`config.mk`:
```
export PLATFORM = sky130hd
export DESIGN_NAME = ins_fetch
export DESIGN_NICKNAME = d
export VERILOG_FILES = /design/src/rtl/cpu_pkg.sv /design/src/rtl/ins_pc.sv /design/src/rtl/ins_fetch.sv
export SDC_FILE = /design/constraint.sdc
export NUM_CORES = 1
export LEC_CHECK = 0
export ABC_AREA = 1
export BUFFER_PORTS_ARGS = -buffer_cell sky130_fd_sc_hd__buf_2
export CORE_UTILIZATION = 35
export CTS_CLUSTER_SIZE = 14
export DETAILED_ROUTE_END_ITERATION = 6
export SLEW_MARGIN = 20
export SYNTH_ARGS = -nofsm -noshare
export SYNTH_HDL_FRONTEND = slang
export SYNTH_SLANG_ARGS = --single-unit
export TNS_END_PERCENT = 5
```
`constraint.sdc`:
```
create_clock -name clk -period 3.2 [get_ports clk]
set_clock_uncertainty 0.2 [all_clocks]
set_input_delay 0.32 -clock clk [delete_from_list [all_inputs] [get_ports clk]]
set_output_delay 0.32 -clock clk [all_outputs]
set_load 0.05 [all_outputs]
```
`src/rtl/cpu_pkg.sv`:
```
// Shared fetch-side types and constants: instruction/address widths, the halt
// opcode, and the fetch FSM state encoding.
package cpu_pkg;

  localparam int ADDR_W = 8;
  localparam int INS_W  = 16;

  localparam logic [15:0] HALT_INS = 16'o177777;

  typedef enum logic {
    RUN,
    HALT
  } fetch_state_t;

endpackage

```
`src/rtl/ins_pc.sv`:
```
// Program counter register: synchronous reset, redirect load, mod-2^ADDR_W
// increment.
module ins_pc #(
  parameter int                  ADDR_W   = cpu_pkg::ADDR_W,
  parameter logic [ADDR_W-1:0]   RESET_PC = '0
) (
  input  logic              clk,
  input  logic              rst,
  input  logic              inc,
  input  logic              load,
  input  logic [ADDR_W-1:0] load_addr,
  output logic [ADDR_W-1:0] pc
);

  logic [ADDR_W-1:0] r_pc;

  // Load wins over inc; the increment wraps naturally at 2^ADDR_W.
  always_ff @(posedge clk) begin
    if (rst) begin
      r_pc <= RESET_PC;
    end else if (load) begin
      r_pc <= load_addr;
    end else if (inc) begin
      r_pc <= r_pc + 1'b1;
    end
  end

  assign pc = r_pc;

endmodule

```
`src/rtl/ins_fetch.sv`:
```
// Instruction fetch unit: owns the PC, reads instruction memory and hands the
// instruction to decode over valid/ready. Optional halt support: INS_FETCH_HALT_EN.
module ins_fetch #(
  parameter int                ADDR_W   = cpu_pkg::ADDR_W,
  parameter int                INS_W    = cpu_pkg::INS_W,
  parameter logic [ADDR_W-1:0] RESET_PC = '0
) (
  input  logic              clk,
  input  logic              rst,
  output logic [ADDR_W-1:0] imem_addr,
  input  logic [INS_W-1:0]  imem_ins,
  input  logic              redirect_valid,
  input  logic [ADDR_W-1:0] redirect_addr,
  output logic              ir_valid,
  output logic [INS_W-1:0]  ir,
  output logic [ADDR_W-1:0] ir_pc,
  input  logic              ir_ready,
  output logic [15:0]       fetch_cnt
);

  import cpu_pkg::*;

  fetch_state_t      r_state;
  fetch_state_t      w_state_nxt;
  logic              r_ir_valid;
  logic [INS_W-1:0]  r_ir;
  logic [ADDR_W-1:0] r_ir_pc;
  logic [15:0]       r_fetch_cnt;
  logic [ADDR_W-1:0] w_pc;
  logic              w_load;
  logic              w_is_halt;
  logic              w_pc_inc;

  ins_pc #(
    .ADDR_W   (ADDR_W),
    .RESET_PC (RESET_PC)
  ) u_pc (
    .clk       (clk),
    .rst       (rst),
    .inc       (w_pc_inc),
    .load      (redirect_valid),
    .load_addr (redirect_addr),
    .pc        (w_pc)
  );

  assign w_load = (r_state == RUN) && !redirect_valid && (!r_ir_valid || ir_ready);

`ifdef INS_FETCH_HALT_EN
  assign w_is_halt = (imem_ins == INS_W'(HALT_INS));
`else
  assign w_is_halt = 1'b0;
`endif

  // A captured halt parks the PC on the halt address instead of advancing.
  assign w_pc_inc = w_load && !w_is_halt;

  always_comb begin
    w_state_nxt = r_state;
    if (redirect_valid) begin
      w_state_nxt = RUN;
    end else if (w_load && w_is_halt) begin
      w_state_nxt = HALT;
    end
  end

  always_ff @(posedge clk) begin
    if (rst) begin
      r_state <= RUN;
    end else begin
      r_state <= w_state_nxt;
    end
  end

  // Redirect discards a held instruction even when decode is ready this cycle.
  always_ff @(posedge clk) begin
    if (rst) begin
      r_ir_valid  <= 1'b0;
      r_ir        <= '0;
      r_ir_pc     <= '0;
      r_fetch_cnt <= '0;
    end else if (redirect_valid) begin
      r_ir_valid <= 1'b0;
    end else if (w_load) begin
      r_ir       <= imem_ins;
      r_ir_pc    <= w_pc;
      r_ir_valid <= 1'b1;
      if (r_fetch_cnt != '1) begin
        r_fetch_cnt <= r_fetch_cnt + 1'b1;
      end
    end else if (ir_ready) begin
      r_ir_valid <= 1'b0;
    end
  end

  assign imem_addr = w_pc;
  assign ir_valid  = r_ir_valid;
  assign ir        = r_ir;
  assign ir_pc     = r_ir_pc;
  assign fetch_cnt = r_fetch_cnt;

endmodule

```
==> results.toml <==
[yosys]
syn-instance-count = 336
synth_top_area_share_pct = 41.3
synth.yosys.seq_area_share_pct = 41.3
syn-num-nets = 366
synth_warnings = 0
synth_area_leaders = "dfxtp_1 41%, nor2_1 12%, nand2_1 11%, o21ai_0 5.3%, nand3_1 4.0%"
avgSynthCellArea_sq_um = 7.06
synthDistinctLibCells = 29
synth_seq_cells = 49
syn_area_sq_um = 2370
synth_top_area_cell = "dfxtp_1"

[hold_path]
whs_path_depth = 3
hold_class = "in2reg"

[timing]
tightest_slew_ns = 0.836
fmax_mhz = 538
max_slew_margin_pct = 44.2
finalSetupTns_ns = 0
setup_viol = 0
period_needed_ns = 1.86
timing.final.crit_share_pct = 58.1
hold_violations = 0
rsz0062_at_grt = "no"
drv_slew = 0

[clock_network]
cts_num_sinks = 49
cts_max_path_buffers = 2
holdBufCountCts = 0
cts_root_buffer = "clkbuf_8"
cts_setup_buffers = 0
clk_latency_ns = 0.30
path_clk_slew_ns = 0.10
tritoncts = "yes"
htreeDepth = 2
cts_resized = 0
cts_buffers = 5

[global_routing]
grt_pass1_vias = 2129
antenna_found_initial = 0
overflow = 0
grt_max_degree = 44
grt_usage_pct = 17.2
grt_pass1_wl_um = 9920

[finish]
layout_commonest_cell = "nor2_1"
num_antenna_cells = 0
syn_to_final_growth_pct = 21.8
drive_gt1_share_pct = 26.8
final_cell_mix = "78 x nor2_1, 76 x buf_2, 68 x nand2_1"
design_area_sq_um = 2890
nets = 436

[critical_path]
worstSetupEndpointType = "flip-flop"
critPathMostFrequentCell = "nand2_4"
cp_cell_sequence = "ha_1 -> inv_1 -> nor2_4 -> nand2_4 -> nor2_4 -> nand2_4 -> nand2_4 -> nand2_1 -> a21oi_2"
crit_required_ns = 3.24
crit_arrival_ns = 1.90
critical_path.max_fanout = 14
crit_type = "reg2reg"
r2r_cells = 9
critPathMaxStageDelay_ns = 0.42
startpoint_type = "flip-flop"
slowest_stage = "dfxtp_1"

[floorplanning]
io-pin-count = 77
initial_core_util_pct = 36.7
row_count = 29
die_y_um = 84.4
dieWidth_um = 84.4
core_area_sq_um = 6460
die-area_sq_um = 7110

[placement]
io_buffers = 76
hpwl_um = 4100
dpl-instance-area_sq_um = 2770
gp_congestion = 0.807

[run_status]
outcome = "finished with violations"
violations = "DRC"

[power]
power.density_nw_per_um2 = 479
vdd_drop_max_mv = 0.192
leakage_nw = 1.32
finalPower_mw = 1.39

[detailed_routing]
drc = 10
avgRoutedWirePerCell_um = 11.7
detail-route-antenna-nets = 0
via_count = 2302
postRouteWirelength_um = 5670
drtPass1Iterations = 6
drt_iter0_drc = 96
viasPerCell = 4.76

[job]
maxCapViolations = 0
## cell usage after synthesis, drive strengths merged
cell    number
ha           2
nand2       76
xor2         3
nand3b       3
nor3         3
o21ai       33
clkbuf       9
buf          5
inv         26
nand4        4
a31oi        5
xnor2        1
nand3       19
o211ai       1
a21oi       14
a22oi        2
dfxtp       49
nor2        81
## layout make-up
cell class                 instances  area [sq um]
clock buffer                       5          68.8
timing repair buffer              77           388
clock inverter                     3          50.0
inverter                          26           105
sequential                        49           981
tap                               77          96.3
multi-input combinational        247          1200
fill                             708          3570
## report_power, final
part | leakage (nW) | internal, mW | switching, mW
Sequential | 0.403 | 0.642 | 0.0228
Combinational | 0.856 | 0.0619 | 0.191
Clock | 0.0603 | 0.240 | 0.228
## per-stage QoR
step | util [%] | hold WS, ns | instances | setup slack (ns)
floorplan | - | 0.283 | 336 | 1.14
global placement | 42.9 | 0.259 | 476 | 1.28
detailed placement | 42.9 | 0.267 | 476 | 1.29
CTS | 44.8 | 0.0430 | 484 | 1.32
global route | 44.8 | 0.0670 | 484 | 1.14
finish | 44.8 | 0.0545 | 484 | 1.34
## routing by layer
layer | global-route usage, % | routed length (um)
met1 | 22.4 | 2770
met5 | 0 | 0
met4 | 5.08 | 64
met3 | 3.05 | 200
met2 | 29.2 | 2630
## cells by family (layout without fill, tap and decap cells)
family | Yosys count | in the layout | synth area share, %
simple gates | 186 | 186 | 34.4
buf+inv | 40 | 111 | 8.01
fa+ha+maj | 2 | 2 | 1.05
compound gates | 55 | 55 | 13.8
xor+xnor | 4 | 4 | 1.48
flops | 49 | 49 | 41.3
## flip-flops by register name (all words and copies together), names as in the netlist
register	cells
fetch_cnt	16
ir	16
ir_pc	8
ir_valid	1
u_pc.pc	8
## final timing paths
check | start | to | slack (ns)
max | fetch_cnt[0] | fetch_cnt[4] | 1.34
min | imem_ins[8] | ir[8] | 0.05
max reg2reg | fetch_cnt[0] | fetch_cnt[4] | 1.34
min reg2reg | ir[11] | ir[11] | 0.29
## worst max-delay path: cells and delay by family (launching register included)
family	cells	cell delay, ns
and+or+nand+nor	6	0.75
DFF	1	0.42
adders and majority gates	1	0.24
AOI/OAI and AO/OA	1	0.11
buffers and inverters	1	0.09
Note: power is estimated with default switching activity, not from simulation.
